`config.mk`:
```
export PLATFORM = sky130hd
export DESIGN_NAME = iq_byte_packer
export DESIGN_NICKNAME = d
export VERILOG_FILES = /design/src/rtl/gnss_iq_pkg.sv /design/src/rtl/iq_pair_fifo.sv /design/src/rtl/iq_byte_packer.sv
export SDC_FILE = /design/constraint.sdc
export NUM_CORES = 1
export LEC_CHECK = 0
export BUFFER_PORTS_ARGS = -buffer_cell sky130_fd_sc_hd__buf_2
export CORE_AREA = 10 10 187 189
export CTS_CLUSTER_DIAMETER = 60
export DETAILED_ROUTE_END_ITERATION = 16
export DIE_AREA = 0 0 197 199
export PLACE_DENSITY = 0.58
export RECOVER_POWER = 100
export SLEW_MARGIN = 20
export SYNTH_ARGS = -nofsm -noshare
export SYNTH_HDL_FRONTEND = slang
export SYNTH_HIERARCHICAL = 1
export SYNTH_SLANG_ARGS = --single-unit
```
`constraint.sdc`:
```
create_clock -name clk -period 4.03 [get_ports clk]
set_input_delay 0.6045 -clock clk [delete_from_list [all_inputs] [get_ports clk]]
set_output_delay 0.6045 -clock clk [all_outputs]
set_load 0.005 [all_outputs]
```
`src/rtl/gnss_iq_pkg.sv`:
```
// ---------------------------------------------------------------------------
// gnss_iq_pkg
// Shared types for the interleaved signed-8-bit IQ capture path.
//   iq_byte_t  : one signed output byte (I or Q)
//   iq_pair_t  : one stored I/Q pair, I in the upper byte, Q in the lower byte
//   pk_state_t : capture controller states
//   make_pair  : builds an iq_pair_t from two already-extended bytes
// ---------------------------------------------------------------------------
package gnss_iq_pkg;

    typedef logic signed [7:0] iq_byte_t;

    typedef struct packed {
        iq_byte_t i;
        iq_byte_t q;
    } iq_pair_t;

    typedef enum logic [1:0] {
        IDLE,
        CAPTURE,
        DRAIN,
        DONE
    } pk_state_t;

    function automatic iq_pair_t make_pair(input iq_byte_t i, input iq_byte_t q);
        iq_pair_t p;
        p.i = i;
        p.q = q;
        return p;
    endfunction

endpackage

```
`src/rtl/iq_pair_fifo.sv`:
```
// ---------------------------------------------------------------------------
// iq_pair_fifo
// Synchronous FIFO of I/Q pairs. The head entry is read straight out of the
// storage registers, so a pair written on one edge is visible at o_head in
// the very next cycle.
// Ports:
//   clk, rst   : clock, asynchronous active-high reset
//   i_wr_en    : write request (ignored while full)
//   i_wr_data  : pair to store
//   i_rd_en    : pop request (ignored while empty)
//   o_head     : oldest stored pair
//   o_full     : DEPTH pairs stored
//   o_empty    : nothing stored
// ---------------------------------------------------------------------------
module iq_pair_fifo
    import gnss_iq_pkg::*;
#(
    parameter int DEPTH = 16
) (
    input  logic     clk,
    input  logic     rst,
    input  logic     i_wr_en,
    input  iq_pair_t i_wr_data,
    input  logic     i_rd_en,
    output iq_pair_t o_head,
    output logic     o_full,
    output logic     o_empty
);

    localparam int AW = $clog2(DEPTH);

    iq_pair_t        r_mem [DEPTH];
    logic [AW-1:0]   r_wr_ptr;
    logic [AW-1:0]   r_rd_ptr;
    logic [AW:0]     r_count;

    logic            w_wr;
    logic            w_rd;

    assign o_full  = (r_count == (AW+1)'(DEPTH));
    assign o_empty = (r_count == '0);
    assign o_head  = r_mem[r_rd_ptr];

    // Full is judged on the registered count, so a write offered while full
    // is lost even if the same cycle pops an entry.
    assign w_wr = i_wr_en && !o_full;
    assign w_rd = i_rd_en && !o_empty;

    // Storage array: no reset needed, contents are only observed while the
    // count says they are valid.
    always_ff @(posedge clk) begin
        if (w_wr) begin
            r_mem[r_wr_ptr] <= i_wr_data;
        end
    end

    // Pointer and occupancy bookkeeping; pointers wrap naturally because
    // DEPTH is a power of two.
    always_ff @(posedge clk or posedge rst) begin
        if (rst) begin
            r_wr_ptr <= '0;
            r_rd_ptr <= '0;
            r_count  <= '0;
        end else begin
            if (w_wr) begin
                r_wr_ptr <= r_wr_ptr + AW'(1);
            end
            if (w_rd) begin
                r_rd_ptr <= r_rd_ptr + AW'(1);
            end
            case ({w_wr, w_rd})
                2'b10:   r_count <= r_count + (AW+1)'(1);
                2'b01:   r_count <= r_count - (AW+1)'(1);
                default: r_count <= r_count;
            endcase
        end
    end

endmodule

```
`src/rtl/iq_byte_packer.sv`:
```
// ---------------------------------------------------------------------------
// iq_byte_packer
// Packs quantised I/Q samples into an interleaved signed-byte stream
// (I byte then Q byte) for the capture sink, framing captures of a
// programmed number of pairs.
// Ports:
//   clk, rst          : clock, asynchronous active-high reset
//   cap_start/cap_len : start a capture of cap_len pairs (only from IDLE)
//   s_valid/s_i/s_q   : one signed I/Q pair per asserted cycle, no backpressure
//   m_valid/m_ready   : output byte handshake
//   m_data/m_is_q     : output byte and its phase (0 = I, 1 = Q)
//   busy              : capture or drain in progress
//   done              : one-cycle pulse when the capture has fully drained
//   ovf/ovf_cnt       : pairs dropped this capture (sticky flag, saturating count)
// ---------------------------------------------------------------------------
module iq_byte_packer
    import gnss_iq_pkg::*;
#(
    parameter int IN_W  = 3,
    parameter int DEPTH = 16,
    parameter int LEN_W = 24,
    parameter int OVF_W = 16
) (
    input  logic             clk,
    input  logic             rst,
    input  logic             cap_start,
    input  logic [LEN_W-1:0] cap_len,
    input  logic             s_valid,
    input  logic [IN_W-1:0]  s_i,
    input  logic [IN_W-1:0]  s_q,
    output logic             m_valid,
    input  logic             m_ready,
    output logic [7:0]       m_data,
    output logic             m_is_q,
    output logic             busy,
    output logic             done,
    output logic             ovf,
    output logic [OVF_W-1:0] ovf_cnt
);

    pk_state_t          r_state;
    logic [LEN_W-1:0]   r_remaining;
    logic               r_phase;
    logic               r_busy;
    logic               r_done;
    logic               r_ovf;
    logic [OVF_W-1:0]   r_ovf_cnt;

    iq_pair_t           w_head;
    iq_pair_t           w_wr_data;
    logic               w_full;
    logic               w_empty;
    logic               w_take;
    logic               w_wr_en;
    logic               w_handshake;
    logic               w_pop;

    // Signed casts replicate the sample sign bit up to bit 7.
    assign w_wr_data = make_pair(iq_byte_t'($signed(s_i)), iq_byte_t'($signed(s_q)));

    assign w_take      = (r_state == CAPTURE) && s_valid;
    assign w_wr_en     = w_take && !w_full;
    assign w_handshake = m_valid && m_ready;
    assign w_pop       = w_handshake && r_phase;

    iq_pair_fifo #(
        .DEPTH (DEPTH)
    ) u_fifo (
        .clk       (clk),
        .rst       (rst),
        .i_wr_en   (w_wr_en),
        .i_wr_data (w_wr_data),
        .i_rd_en   (w_pop),
        .o_head    (w_head),
        .o_full    (w_full),
        .o_empty   (w_empty)
    );

    // Serialiser: the head pair stays put until its Q byte is accepted, so
    // the presented byte cannot change during a stall.
    assign m_valid = !w_empty;
    assign m_is_q  = r_phase;
    assign m_data  = !m_valid ? 8'h00 : (r_phase ? w_head.q : w_head.i);

    assign busy    = r_busy;
    assign done    = r_done;
    assign ovf     = r_ovf;
    assign ovf_cnt = r_ovf_cnt;

    // Capture controller. The remaining-pair counter is loaded with cap_len
    // at start and decremented on every offered pair, dropped or not, which
    // keeps the capture a fixed time window. busy/done are registered
    // alongside the state transitions.
    always_ff @(posedge clk or posedge rst) begin
        if (rst) begin
            r_state     <= IDLE;
            r_remaining <= '0;
            r_phase     <= 1'b0;
            r_busy      <= 1'b0;
            r_done      <= 1'b0;
            r_ovf       <= 1'b0;
            r_ovf_cnt   <= '0;
        end else begin
            r_done <= 1'b0;
            if (w_handshake) begin
                r_phase <= ~r_phase;
            end
            case (r_state)
                IDLE: begin
                    if (cap_start) begin
                        r_ovf       <= 1'b0;
                        r_ovf_cnt   <= '0;
                        r_remaining <= cap_len;
                        if (cap_len == '0) begin
                            r_state <= DONE;
                            r_done  <= 1'b1;
                        end else begin
                            r_state <= CAPTURE;
                            r_busy  <= 1'b1;
                        end
                    end
                end
                CAPTURE: begin
                    if (s_valid) begin
                        r_remaining <= r_remaining - LEN_W'(1);
                        if (w_full) begin
                            r_ovf <= 1'b1;
                            if (r_ovf_cnt != '1) begin
                                r_ovf_cnt <= r_ovf_cnt + OVF_W'(1);
                            end
                        end
                        if (r_remaining == LEN_W'(1)) begin
                            r_state <= DRAIN;
                        end
                    end
                end
                DRAIN: begin
                    if (w_empty && !r_phase) begin
                        r_state <= DONE;
                        r_done  <= 1'b1;
                        r_busy  <= 1'b0;
                    end
                end
                DONE: begin
                    r_state <= IDLE;
                end
                default: begin
                    r_state <= IDLE;
                end
            endcase
        end
    end

endmodule

```
==> impl_metrics.yaml <==
run_status:
  status: "complete, but fails checks"
  violations: "max-capacitance violations, max-slew violations"
logic_synthesis:
  synth_edf_count: 256
  synth.ff_latch_count: 315
  synth_top_cell_by_area: "edfxtp_1"
  synth.area.top_cells: "edfxtp_1 (56%), dfrtp_1 (11%), mux2i_1 (5.5%)"
  synthDistinctLibCells: 76
  async_flop_share_pct: 18.73
  synth_area_per_cell_um2: 15.34
  synth_warnings: 6
  syn_inst: 903
  synth_top_area_share_pct: 55.50
  synth-seq-area-share_pct: 66.16
  syn-cell-area_mm2: 0.01385
  synth_ff_type: "edfxtp_1"
  synth_nets: 954
clocking:
  cts_hold_buf: 0
  cts.repair.resized: 0
  cts.clk_slew.worst_paths_ns: 0.06
  cts_sinks: 315
  cts.path.max_buffers: 3
  insertion_delay_ns: 0.51
  htreeDepth: 2
  cts_setup_buffers: 0
  cts_inserted_buffers: 37
  cts_tree: "done"
  clock-root-buffer: "clkbuf_16"
job:
  timing.max_cap.violations: 4
cells_and_area:
  drive_gt1_share_pct: 16.67
  mostFrequentLayoutCells: "edfxtp_1 (256), mux2i_1 (76), nor2_1 (64)"
  mostFrequentLayoutCell: "edfxtp_1"
  postLayoutCoreUtil_pct: 50.00
  finalNonFillerCells: 1410
  layout.area.seq_mm2: 0.009168
  fin_nets: 1037
  fill_cells: 2692
  multi_input_area_mm2: 0.004253
  syn2layout_area_growth_pct: 12.74
  stdcell_area_mm2: 0.01562
  antennaDiodeCount: 0
timing:
  slew_headroom_pct: -75.17
  setup_viol: 0
  drv_slew: 216
  period_share_pct: 90.09
  finClkSkew_ns: 0.01706
  finalCriticalPeriod_ns: 3.630
  fin_setup_tns_ns: 0
  rsz0062_at_grt: "no"
  tightest_slew_ns: 2.628
  hold_viol_final: 0
  max_freq_ghz: 0.2754
drt:
  vias_per_cell: 5.644
  wl_per_cell_um: 21.41
  vias: 7958
  first_iter_violations: 548
  drt-total-wl_um: 30180
  drc: 0
  antenna_left: 0
  first_pass_iters: 5
grt:
  gr-total-overflow: 0
  grt_pass1_vias: 7917
  grt_util_met2_pct: 23.89
  grt_util_met3_pct: 2.332
  antenna_found_initial: 0
  grt_most_used_layer: "met2"
  grt_pass1_wl_um: 47010
  grt_max_degree: 70
  grtUsageTotal_pct: 15.31
  met1_usage_pct: 21.82
floorplanning:
  rows: 65
  die_x_um: 197
  pin_count: 64
  core_area_mm2: 0.03123
  initial_core_util_pct: 44.35
  die_area_mm2: 0.03920
  die_y_um: 199
worst_setup_path:
  cp_data_arrival_time_ns: 3.03
  crit_slowest_cell: "dfrtp_4"
  crit_family: "compound AO/OA/AOI/OAI gates"
  path_cells: "buf_12 > mux2i_1 > a221oi_1 > o21ai_0 > nand2_1 > mux2i_1 > nor2_1 > buf_2"
  start_kind: "register"
  cp_num_buf_inv: 2
  max_stage_delay_ns: 0.77
  path_class: "register to primary output"
  crit_top_cell: "mux2i_1"
  critPathMaxFanout: 28
  critical_path_required_ns: 3.43
  end_kind: "primary output"
placement:
  placed_cell_area_mm2: 0.01463
  dpl.cell_count: 1349
  io_buffers: 63
  globalplace.congestion: 0.8008
  dp_hpwl_um: 18940
power:
  power.density_mw_per_mm2: 711.0
  power.leakage_uw: 0.005514
  max-vdd-ir-drop_mv: 0.3465
worst_hold_path:
  worst_hold_path_type: "input port to async pin"
cells in the mapped netlist, types with 3 or more instances:
library cell / n
or4_1: 4
a21oi_1: 35
dfrtp_1: 59
and3_1: 5
mux2i_1: 76
buf_4: 7
edfxtp_1: 256
a221oi_2: 29
buf_2: 6
nand2b_1: 6
ha_1: 15
nor4_1: 11
nand2_1: 41
buf_1: 6
nor3_1: 11
o21ai_0: 33
nand4_1: 8
o22ai_1: 5
a22oi_1: 16
o311ai_0: 3
mux4_2: 32
xnor2_1: 10
buf_6: 9
nor2_1: 65
or2_2: 5
nand3_1: 20
clkbuf_1: 16
nor2b_1: 4
o22a_1: 4
inv_1: 21
a31oi_1: 6
a221oi_1: 3
a2bb2oi_1: 4
a21o_1: 3
and2_1: 5
xor2_1: 11
per-layer routing:
metal | share of wire [%] | wire length, um
met2 | 46 | 13890
met4 | 2.0 | 595
met1 | 48 | 14350
met5 | 0 | 0
met3 | 4.5 | 1349
cells by family (layout without fill, tap and decap cells):
| logic type | count (synthesis) | count (layout) | synth area share, % |
|---|---|---|---|
| adders and majority gates | 16 | 16 | 1.500 |
| muxes | 110 | 110 | 10.89 |
| xor gates and xnor gates | 21 | 21 | 1.328 |
| and+or+nand+nor | 205 | 205 | 7.606 |
| AOI/OAI and AO/OA | 165 | 165 | 9.467 |
| DFF | 315 | 315 | 66.16 |
| buffers and inverters | 71 | 176 | 3.053 |
flip-flops by register name (all words and copies together), names as in the netlist:
signal and flops:
u_fifo/r_count 5, u_fifo/r_wr_ptr 4, busy 1, r_remaining 24, m_is_q 1, r_state 2
done 1, u_fifo/r_rd_ptr 4, u_fifo/r_mem 256, ovf_cnt 16, ovf 1
through the flow:
step                worst slack (ns)  power (uW)  hold slack [ns]
floorplan                     0.5159        7080           0.4590
global placement              0.8661        8095           0.4753
detailed placement            0.7795        8133           0.4790
CTS                           0.4674       11290           0.1586
global route                  0.1611       11740           0.1953
finish                        0.3995       11100           0.1474
final cells by class:
type | instances | area share, %
sequential | 315 | 58.71
clock buffer | 48 | 6.466
inverter | 23 | 0.5609
timing repair buffer | 92 | 3.005
multi-input combinational | 517 | 27.24
clock inverter | 13 | 0.8013
tap | 402 | 3.221
path summary, 6_finish.rpt:
path / slack [ns] / start / cells after the start / endpoint
setup / recovery: 0.40 / u_fifo/r_rd_ptr[0] / 8 / m_data[4]
hold / removal: 0.15 / rst / 2 / u_fifo/r_rd_ptr[3]
max in group asynchronous: 2.40 / rst / 2 / ovf_cnt[9]
setup reg to reg: 0.53 / r_state[1] / 8 / ovf_cnt[7]
hold reg to reg: 0.49 / u_fifo/r_count[4] / 1 / u_fifo/r_count[4]
min in group clk: 0.37 / cap_len[4] / 3 / r_remaining[4]
power by group:
part | switching, uW | total, uW | internal (uW) | leakage, uW
registers | 405 | 4280 | 3870 | 0.00302
clock network | 1240 | 3120 | 1890 | 0.000545
logic | 2170 | 3700 | 1530 | 0.00194
worst reg2reg max path: cells and delay by family, from the launching register on:
kind	cells	cell delay [ns]
fa+ha+maj	1	0.17
mux	1	0.45
xor+xnor	1	0.20
simple gates	2	0.93
flops	1	0.37
compound gates	1	0.32
buf+inv	2	0.90
(Power assumes the default switching activity.)
